<file path="config.mk">
export PLATFORM = sky130hd
export DESIGN_NAME = exception_unit_flat
export DESIGN_NICKNAME = d
export VERILOG_FILES = /design/src/rtl/exception_unit_if.sv /design/src/rtl/exception_unit.sv /design/src/flat_wrapper.sv
export SDC_FILE = /design/constraint.sdc
export NUM_CORES = 1
export LEC_CHECK = 0
export ABC_AREA = 1
export ABC_CLOCK_PERIOD_IN_PS = 2240
export CAP_MARGIN = 25
export CORE_ASPECT_RATIO = 0.8
export CORE_MARGIN = 5
export CORE_UTILIZATION = 30
export CTS_BUF_LIST = sky130_fd_sc_hd__clkbuf_8
export DETAILED_ROUTE_END_ITERATION = 10
export HOLD_SLACK_MARGIN = 0.05
export SLEW_MARGIN = 0
export SYNTH_ARGS = -nofsm -noshare
export SYNTH_HDL_FRONTEND = slang
export SYNTH_SLANG_ARGS = --single-unit
</file>
<file path="constraint.sdc">
create_clock -name clk -period 2.24 [get_ports clk]
set_input_delay 0.336 -clock clk [delete_from_list [all_inputs] [get_ports clk]]
set_output_delay 0.336 -clock clk [all_outputs]
set_load 0.01 [all_outputs]
</file>
<file path="src/rtl/exception_unit_if.sv">
// rtl/exception_unit_if.sv - pipeline/cop0 signal bundle for exception_unit
interface exception_unit_if;
  // memory-stage instruction and its cause flags
  logic        mem_valid;
  logic [31:0] mem_pc;
  logic        mem_bd;
  logic        ex_fetch_adel;
  logic        ex_ri;
  logic        ex_ov;
  logic        ex_sys;
  logic        ex_bp;
  logic        ex_eret;
  logic        ex_load_adel;
  logic        ex_store_ades;
  logic [31:0] mem_addr;
  logic        mem_stall;
  // cop0 status and external interrupt lines
  logic        allow_interrupt;
  logic [7:0]  interrupt_flag;
  logic [31:0] epc_address;
  logic [5:0]  irq;
  // commit request towards cop0
  logic        exp_en;
  logic        exp_badvaddr_en;
  logic [31:0] exp_badvaddr;
  logic        exp_bd;
  logic [4:0]  exp_code;
  logic [31:0] exp_epc;
  logic        exl_clean;
  logic [5:0]  hint;
  // pipeline control
  logic        exc_stall;
  logic        flush;
  logic        redirect_valid;
  logic [31:0] redirect_pc;

  modport master (
    output mem_valid, mem_pc, mem_bd, ex_fetch_adel, ex_ri, ex_ov, ex_sys, ex_bp,
           ex_eret, ex_load_adel, ex_store_ades, mem_addr, mem_stall,
           allow_interrupt, interrupt_flag, epc_address, irq,
    input  exp_en, exp_badvaddr_en, exp_badvaddr, exp_bd, exp_code, exp_epc,
           exl_clean, hint, exc_stall, flush, redirect_valid, redirect_pc
  );

  modport slave (
    input  mem_valid, mem_pc, mem_bd, ex_fetch_adel, ex_ri, ex_ov, ex_sys, ex_bp,
           ex_eret, ex_load_adel, ex_store_ades, mem_addr, mem_stall,
           allow_interrupt, interrupt_flag, epc_address, irq,
    output exp_en, exp_badvaddr_en, exp_badvaddr, exp_bd, exp_code, exp_epc,
           exl_clean, hint, exc_stall, flush, redirect_valid, redirect_pc
  );
endinterface

</file>
<file path="src/rtl/exception_unit.sv">
// rtl/exception_unit.sv - memory-stage exception arbiter and cop0 commit sequencer (optional EXC_IRQ_SYNC_EN)
module exception_unit (
  input  logic             clk,
  input  logic             rst,
  exception_unit_if.slave  bus
);

  localparam logic [31:0] EXC_VECTOR = 32'hBFC00380;

  typedef enum logic [1:0] {IDLE, COMMIT, FLUSH} state_t;

  state_t      state;
  state_t      state_next;

  logic        int_pending;
  logic        any_flag;
  logic        detect;

  logic [4:0]  win_code;
  logic        win_badv_en;
  logic [31:0] win_badv;
  logic        win_eret;
  logic [31:0] win_epc;

  logic [4:0]  cap_code;
  logic        cap_bd;
  logic [31:0] cap_epc;
  logic        cap_badv_en;
  logic [31:0] cap_badv;
  logic        cap_eret;

  // raw detect: any cause on a valid memory-stage instruction
  always_comb begin
    int_pending = bus.allow_interrupt && (|bus.interrupt_flag);
    any_flag    = bus.ex_fetch_adel | bus.ex_ri | bus.ex_ov | bus.ex_sys | bus.ex_bp |
                  bus.ex_eret | bus.ex_load_adel | bus.ex_store_ades;
    detect      = bus.mem_valid && (any_flag || int_pending);
  end

  // fixed-priority pick of the single cause to report
  always_comb begin
    win_code    = 5'h00;
    win_badv_en = 1'b0;
    win_badv    = 32'h0;
    win_eret    = 1'b0;
    if (int_pending) begin
      win_code = 5'h00;
    end else if (bus.ex_fetch_adel) begin
      win_code    = 5'h04;
      win_badv_en = 1'b1;
      win_badv    = bus.mem_pc;
    end else if (bus.ex_ri) begin
      win_code = 5'h0a;
    end else if (bus.ex_ov) begin
      win_code = 5'h0c;
    end else if (bus.ex_sys) begin
      win_code = 5'h08;
    end else if (bus.ex_bp) begin
      win_code = 5'h09;
    end else if (bus.ex_eret) begin
      win_code = 5'h00;
      win_eret = 1'b1;
    end else if (bus.ex_load_adel) begin
      win_code    = 5'h04;
      win_badv_en = 1'b1;
      win_badv    = bus.mem_addr;
    end else if (bus.ex_store_ades) begin
      win_code    = 5'h05;
      win_badv_en = 1'b1;
      win_badv    = bus.mem_addr;
    end
    // eret rewrites EPC with its current value so cop0 leaves it unchanged
    if (win_eret) begin
      win_epc = bus.epc_address;
    end else if (bus.mem_bd) begin
      win_epc = bus.mem_pc - 32'd4;
    end else begin
      win_epc = bus.mem_pc;
    end
  end

  // state register
  always_ff @(posedge clk) begin
    if (!rst) begin
      state <= IDLE;
    end else begin
      state <= state_next;
    end
  end

  // capture the winning cause once, on the IDLE->COMMIT transition
  always_ff @(posedge clk) begin
    if (!rst) begin
      cap_code    <= 5'h00;
      cap_bd      <= 1'b0;
      cap_epc     <= 32'h0;
      cap_badv_en <= 1'b0;
      cap_badv    <= 32'h0;
      cap_eret    <= 1'b0;
    end else if (state == IDLE && detect) begin
      cap_code    <= win_code;
      cap_bd      <= win_eret ? 1'b0 : bus.mem_bd;
      cap_epc     <= win_epc;
      cap_badv_en <= win_badv_en;
      cap_badv    <= win_badv;
      cap_eret    <= win_eret;
    end
  end

  // next state and per-state outputs; inputs are ignored outside IDLE
  always_comb begin
    state_next          = state;
    bus.exp_en          = 1'b0;
    bus.exp_badvaddr_en = 1'b0;
    bus.exp_badvaddr    = 32'h0;
    bus.exp_bd          = 1'b0;
    bus.exp_code        = 5'h00;
    bus.exp_epc         = 32'h0;
    bus.exl_clean       = 1'b0;
    bus.exc_stall       = 1'b0;
    bus.flush           = 1'b0;
    bus.redirect_valid  = 1'b0;
    bus.redirect_pc     = 32'h0;
    case (state)
      IDLE: begin
        bus.exc_stall = detect;
        if (detect) begin
          state_next = COMMIT;
        end
      end
      COMMIT: begin
        bus.exc_stall       = 1'b1;
        bus.exp_en          = 1'b1;
        bus.exp_badvaddr_en = cap_badv_en;
        bus.exp_badvaddr    = cap_badv;
        bus.exp_bd          = cap_bd;
        bus.exp_code        = cap_code;
        bus.exp_epc         = cap_epc;
        bus.exl_clean       = cap_eret;
        if (!bus.mem_stall) begin
          state_next = FLUSH;
        end
      end
      FLUSH: begin
        bus.exc_stall      = 1'b1;
        bus.flush          = 1'b1;
        bus.redirect_valid = 1'b1;
        bus.redirect_pc    = cap_eret ? cap_epc : EXC_VECTOR;
        state_next         = IDLE;
      end
      default: begin
        state_next = IDLE;
      end
    endcase
  end

`ifdef EXC_IRQ_SYNC_EN
  logic [5:0] irq_meta;
  logic [5:0] irq_sync;

  // two-flop synchronizer for the asynchronous interrupt lines
  always_ff @(posedge clk) begin
    if (!rst) begin
      irq_meta <= 6'h00;
      irq_sync <= 6'h00;
    end else begin
      irq_meta <= bus.irq;
      irq_sync <= irq_meta;
    end
  end

  assign bus.hint = irq_sync;
`else
  assign bus.hint = bus.irq;
`endif

endmodule

</file>
<file path="src/flat_wrapper.sv">
// flat-port wrapper written by rule: the top's interface ports become plain ports
module exception_unit_flat 
  (clk, rst, bus_mem_valid, bus_mem_pc, bus_mem_bd, bus_ex_fetch_adel, bus_ex_ri, bus_ex_ov, bus_ex_sys, bus_ex_bp, bus_ex_eret, bus_ex_load_adel, bus_ex_store_ades, bus_mem_addr, bus_mem_stall, bus_allow_interrupt, bus_interrupt_flag, bus_epc_address, bus_irq, bus_exp_en, bus_exp_badvaddr_en, bus_exp_badvaddr, bus_exp_bd, bus_exp_code, bus_exp_epc, bus_exl_clean, bus_hint, bus_exc_stall, bus_flush, bus_redirect_valid, bus_redirect_pc);
  exception_unit_if bus_i ();
  input  logic clk;
  input  logic rst;
  input wire logic [$bits(bus_i.mem_valid)-1:0] bus_mem_valid;
  input wire logic [$bits(bus_i.mem_pc)-1:0] bus_mem_pc;
  input wire logic [$bits(bus_i.mem_bd)-1:0] bus_mem_bd;
  input wire logic [$bits(bus_i.ex_fetch_adel)-1:0] bus_ex_fetch_adel;
  input wire logic [$bits(bus_i.ex_ri)-1:0] bus_ex_ri;
  input wire logic [$bits(bus_i.ex_ov)-1:0] bus_ex_ov;
  input wire logic [$bits(bus_i.ex_sys)-1:0] bus_ex_sys;
  input wire logic [$bits(bus_i.ex_bp)-1:0] bus_ex_bp;
  input wire logic [$bits(bus_i.ex_eret)-1:0] bus_ex_eret;
  input wire logic [$bits(bus_i.ex_load_adel)-1:0] bus_ex_load_adel;
  input wire logic [$bits(bus_i.ex_store_ades)-1:0] bus_ex_store_ades;
  input wire logic [$bits(bus_i.mem_addr)-1:0] bus_mem_addr;
  input wire logic [$bits(bus_i.mem_stall)-1:0] bus_mem_stall;
  input wire logic [$bits(bus_i.allow_interrupt)-1:0] bus_allow_interrupt;
  input wire logic [$bits(bus_i.interrupt_flag)-1:0] bus_interrupt_flag;
  input wire logic [$bits(bus_i.epc_address)-1:0] bus_epc_address;
  input wire logic [$bits(bus_i.irq)-1:0] bus_irq;
  output wire logic [$bits(bus_i.exp_en)-1:0] bus_exp_en;
  output wire logic [$bits(bus_i.exp_badvaddr_en)-1:0] bus_exp_badvaddr_en;
  output wire logic [$bits(bus_i.exp_badvaddr)-1:0] bus_exp_badvaddr;
  output wire logic [$bits(bus_i.exp_bd)-1:0] bus_exp_bd;
  output wire logic [$bits(bus_i.exp_code)-1:0] bus_exp_code;
  output wire logic [$bits(bus_i.exp_epc)-1:0] bus_exp_epc;
  output wire logic [$bits(bus_i.exl_clean)-1:0] bus_exl_clean;
  output wire logic [$bits(bus_i.hint)-1:0] bus_hint;
  output wire logic [$bits(bus_i.exc_stall)-1:0] bus_exc_stall;
  output wire logic [$bits(bus_i.flush)-1:0] bus_flush;
  output wire logic [$bits(bus_i.redirect_valid)-1:0] bus_redirect_valid;
  output wire logic [$bits(bus_i.redirect_pc)-1:0] bus_redirect_pc;
  assign bus_i.mem_valid = bus_mem_valid;
  assign bus_i.mem_pc = bus_mem_pc;
  assign bus_i.mem_bd = bus_mem_bd;
  assign bus_i.ex_fetch_adel = bus_ex_fetch_adel;
  assign bus_i.ex_ri = bus_ex_ri;
  assign bus_i.ex_ov = bus_ex_ov;
  assign bus_i.ex_sys = bus_ex_sys;
  assign bus_i.ex_bp = bus_ex_bp;
  assign bus_i.ex_eret = bus_ex_eret;
  assign bus_i.ex_load_adel = bus_ex_load_adel;
  assign bus_i.ex_store_ades = bus_ex_store_ades;
  assign bus_i.mem_addr = bus_mem_addr;
  assign bus_i.mem_stall = bus_mem_stall;
  assign bus_i.allow_interrupt = bus_allow_interrupt;
  assign bus_i.interrupt_flag = bus_interrupt_flag;
  assign bus_i.epc_address = bus_epc_address;
  assign bus_i.irq = bus_irq;
  assign bus_exp_en = bus_i.exp_en;
  assign bus_exp_badvaddr_en = bus_i.exp_badvaddr_en;
  assign bus_exp_badvaddr = bus_i.exp_badvaddr;
  assign bus_exp_bd = bus_i.exp_bd;
  assign bus_exp_code = bus_i.exp_code;
  assign bus_exp_epc = bus_i.exp_epc;
  assign bus_exl_clean = bus_i.exl_clean;
  assign bus_hint = bus_i.hint;
  assign bus_exc_stall = bus_i.exc_stall;
  assign bus_flush = bus_i.flush;
  assign bus_redirect_valid = bus_i.redirect_valid;
  assign bus_redirect_pc = bus_i.redirect_pc;
  exception_unit u_core (.clk(clk), .rst(rst), .bus(bus_i));
endmodule
</file>
# After elaboration in Yosys (flattened, before gate mapping)
# Index checks and enable logic that the tools add are counted.
[classes] addsub=1 eq_ne=4 muxes=51 bitwise=7 n_reduce_logical=8
[ops] cell="32-bit 2-to-1 mux" n=15
[ops] cell="5-bit 2-to-1 mux" n=9
[ops] cell="32-bit by 3-bit subtractor with 32-bit output, second input constant" n=1
[ops] cell="1-bit 2-to-1 mux" n=22
[ops] cell="8-bit OR reduction" n=1
[ops] cell="1-bit bitwise OR" n=7
[ops] cell="2-bit 2-to-1 mux" n=2
[ops] cell="2-bit one-hot mux with 2 select lines" n=1
[ops] cell="1-bit logical AND" n=3
[ops] cell="3-bit 2-to-1 mux" n=1
[ops] cell="2-bit by 1-bit equality test with 1-bit output, second input constant" n=1
[ops] cell="2-bit equality test, second input constant" n=1
[ops] cell="2-bit zero test" n=1
[ops] cell="2-bit by 1-bit != test with 1-bit output, second input constant" n=1
[ops] cell="2-bit != test, second input constant" n=1
[ops] cell="1-bit one-hot mux with 2 select lines" n=1
[ops] cell="2-bit AND reduction" n=1
[ops] cell="2-bit OR reduction" n=1
[ops] cell="1-bit logical OR" n=1
[word_totals] reg_bits=74 output_inout_bits=114 wordCells=78

# Depth between registers and ports, before layout
[logic_depth] ltp_word=11 ltp_mapped=12 mapped_depth_nobuf=12

# Worst setup path before layout
# No wires, ideal clock.
[synth_path] kind="register to output" start="register u_core.state[1]" end="output port bus_exl_clean" arrival_ps=1310 t_required_ps=1904 path_slack_ps=594 stages_incl_launch_ff=7 path_cell_list="dfxtp_1 inv_1 ha_1 clkbuf_1 clkbuf_1 nand2_1 inv_1"
[synth_between] elab_chain_len=2
[synth_rtl] item="from (decl)" line_no="exception_unit.sv:12" source="state_t state;"
[synth_rtl] item="from (signal assigned)" line_no="exception_unit.sv:87" source="state <= state_next;"
[synth_rtl] item="2-bit by 1-bit equality test with 1-bit output" line_no="exception_unit.sv:124" source="case (state)"
[synth_rtl] item="1-bit 2-to-1 mux" line_no="exception_unit.sv:124"
[synth_rtl] item="to (decl)" line_no="flat_wrapper.sv:30" source="output wire logic [$bits(bus_i.exl_clean)-1:0] bus_exl_clean;"
# No other way between the ends.

# Worst setup path after layout
[layout_path] start="register u_core.state[1]" end="output port bus_exp_en"
[layout_between] elab_chain_len=2
[layout_rtl] item="2-bit by 1-bit equality test with 1-bit output" line_no="exception_unit.sv:124"
[layout_rtl] item="1-bit 2-to-1 mux" line_no="exception_unit.sv:124"
[layout_rtl] item="to (decl)" line_no="flat_wrapper.sv:24" source="output wire logic [$bits(bus_i.exp_en)-1:0] bus_exp_en;"
# No other way between the ends.

==> summary.md <==
| Metric | Value |
|---|---|
| Post-DRT Antenna Nets | 0 |
| Multi-input logic area | 0.00296 mm^2 |
| Die Wd | 158 um |
| Antenna violations before repair | 1 |
| Final Hold Viols | 0 |
| Clk slew on worst S/H paths | approximately 0.080 ns |
| Initial core utilization | between 30% and 40% |
| I/O pin count | between 200 and 250 |
| Hold path startpoint | u_core.cap_badv[23] |
| Cell variety after synth | 29 |
| Largest fanout on the critical path | 16 |
| CORE AREA | 0.0173 mm^2 |
| Setup violators final | 0 |
| Fin area | 0.00830 mm^2 |
| Global-route wire length before repair | 32,800 um |
| Max Slew Vio Count | 0 |
| Max_cap viols | 0 |
| Post-Route WL | 21,800 um |
| H-tree levels | 3 |
| Setup crit end kind | output pin |
| Cts hold-fix bufs | 0 |
| Fill cells | a little under 2,000 |
| Seq/Total Area, Yosys | 27.7% |
| Dpl hpwl | 16,300 um |
| CTS sink count | 73 |
| Synth Warn # | 0 |
| Most frequent cells in the layout | nand2_1, nor2_1, inv_1 |
| FMAX | 459 MHz |
| Worst r2r src | u_core.state[0] |
| WL per Instance | ~16 um |
| Outcome | finished clean |
| Residual DRC | 0 |
| Critical path type | reg -> out |
| Clk_lat worst skew | around 0.37 ns |
| Root Driver | clkbuf_8 |
| Worst-case clock buffer depth | 2 |
| Tcrit/Tclk final | 97.2% |
| Share of layout cells above drive strength 1 | under 10% |
| Largest net degree at the start of global routing | 46 |
| Startpoint Class | flop |
| Die Y | 129 um |
| CTS tree | done |
| Leakage | 4.92 nW |
| Syn Inst Count | 943 |
| RD Place Congestion | 0.921 |
| Commonest non-fill, non-tap cell in the layout | nand2_1 |
| Vias/cell | between 4 and 5 |
| PortBufs | approximately 220 |
| Max rail drop VDD | 0.246 mV |
| Hold WC Path Type | reg -> reg |
| Area Overhead vs Synth | 57.2% |
| Initial DRC Count | 390 |
| Crit path from | u_core.state[1] |
| Vias post-DR | 6,454 |
| Worst path required time | 1.90 ns |
| Total power | 3.76 mW |
| Vias in the first global route | roughly 6,000 |
| Global Route Usage Sum | about a fifth |
| # rows | 43 |
| P per Cell Area | approximately 450 mW/mm^2 |
| Layout Nets | 1,293 |
| Post-Syn Area per Cell | 5.60 um^2 |
| Number of diodes | 0 |
| Clock buffer count from CTS | 9 |
| Final worst path period need | 2.18 ns |
| Post-Syn Area | 0.00528 mm^2 |
| Post-DP Area | 0.00790 mm^2 |
| Arr. time, crit path | ~1.8 ns |
| Net Count, Synth | 1,072 |
| Clock Skews | between 0.005 and 0.006 ns |
| Total gr overflow | 0 |
| Reg area | 0.00146 mm^2 |
| Area of the die | 0.0204 mm^2 |
| Synthesis-stage register bit count | between 70 and 80 |
| DRT Pass-1 Iters | 5 |
[area by class of cell]
cell class                      count  area share [%]
Timing Repair Buffer              270            33.7
Sequential cell                    73            17.6
Clock buffer                       11            1.82
Multi-Input combinational cell    659            35.7
Tap cell                          225            3.39
Inverter                          151            6.86
Clock inverter                      5           0.934
[stage by stage]
step / setup TNS (ns) / util, % / std cells / hold WS [ns] / setup slack [ns]
finish: 0 / 47.9 / 1394 / 0.467 / 0.0625
detailed placement: -3.27 / 45.6 / 1372 / 0.456 / -0.190
floorplan: 0 / - / 943 / 0.440 / 0.594
global route: -0.00216 / 47.9 / 1394 / 0.482 / -0.00216
CTS: 0 / 46.9 / 1390 / 0.468 / 0.00123
global placement: -1.60 / 45.6 / 1372 / 0.454 / -0.162
[cells in the mapped netlist (all sizes together)]
library cell	count	area [um^2]
nor2	167	649
clkinv	1	3.75
a21oi	67	335
o21ai	76	384
conb	1	3.75
dfxtp	73	1460
nand2	231	867
xor2	11	96.3
clkbuf	23	86.3
o21a	1	7.51
nand3	89	463
o21bai	1	7.51
nand4	6	37.5
buf	37	229
inv	150	566
nor3	3	15.0
nor3b	1	7.51
ha	5	62.6
[worst max-delay path, cell delays in order, from the launching register on]
cell and delay [ns]:
dfxtp_2 0.35, inv_2 0.08, ha_4 0.19, bufbuf_16 0.31, clkdlybuf4s50_1 0.54
[routing by layer]
layer	track usage [%]	wire (um)	up-vias
met5	0	20	-
met4	4.06	242	2
met3	6.09	2080	23
met2	31.6	9500	231
met1	28.4	9910	2858
li1	-	-	3340
[flip-flops by register name, summed over array words and instances, names as in the netlist]
| register | count |
|---|---|
| u_core.cap_badv | 32 |
| u_core.cap_eret | 1 |
| u_core.cap_code | 4 |
| u_core.state | 2 |
| u_core.cap_epc | 32 |
| u_core.cap_bd | 1 |
| u_core.cap_badv_en | 1 |
[path summary, 6_finish.rpt]
check,end,slack [ns],depth (start not counted)
worst max-delay path,bus_exp_en,0.06,4
worst min-delay path,u_core.cap_badv[23],0.47,2
worst max register to register,u_core.cap_badv[16],0.58,7
worst min register to register,u_core.cap_badv[23],0.47,2
[cell families after synthesis]
| family | Yosys count | synth area share (%) |
|---|---|---|
| and+or+nand+nor | 497 | 38.6 |
| buffers and inverters | 211 | 16.7 |
| AOI/OAI and AO/OA | 145 | 13.9 |
| DFF | 73 | 27.7 |
| xor gates and xnor gates | 11 | 1.82 |
| adders and majority gates | 5 | 1.18 |
| other | 1 | 0.0710 |
[power breakdown]
part	leakage [nW]	switching [mW]	internal (mW)
Clock	0.115	0.550	0.684
Sequential	0.599	0.0677	1.39
Combinational	4.21	0.557	0.513
Total	4.92	1.17	2.58
[timing repair]
| item | CTS | global route |
|---|---|---|
| cloned | 1 | 3 |
| gates resized for setup | 70 | 45 |
| pin swaps | 0 | 0 |
| setup endpoints to repair | 105 | 44 |
| buffers inserted | 1 | 1 |
(Power assumes the default switching activity.)
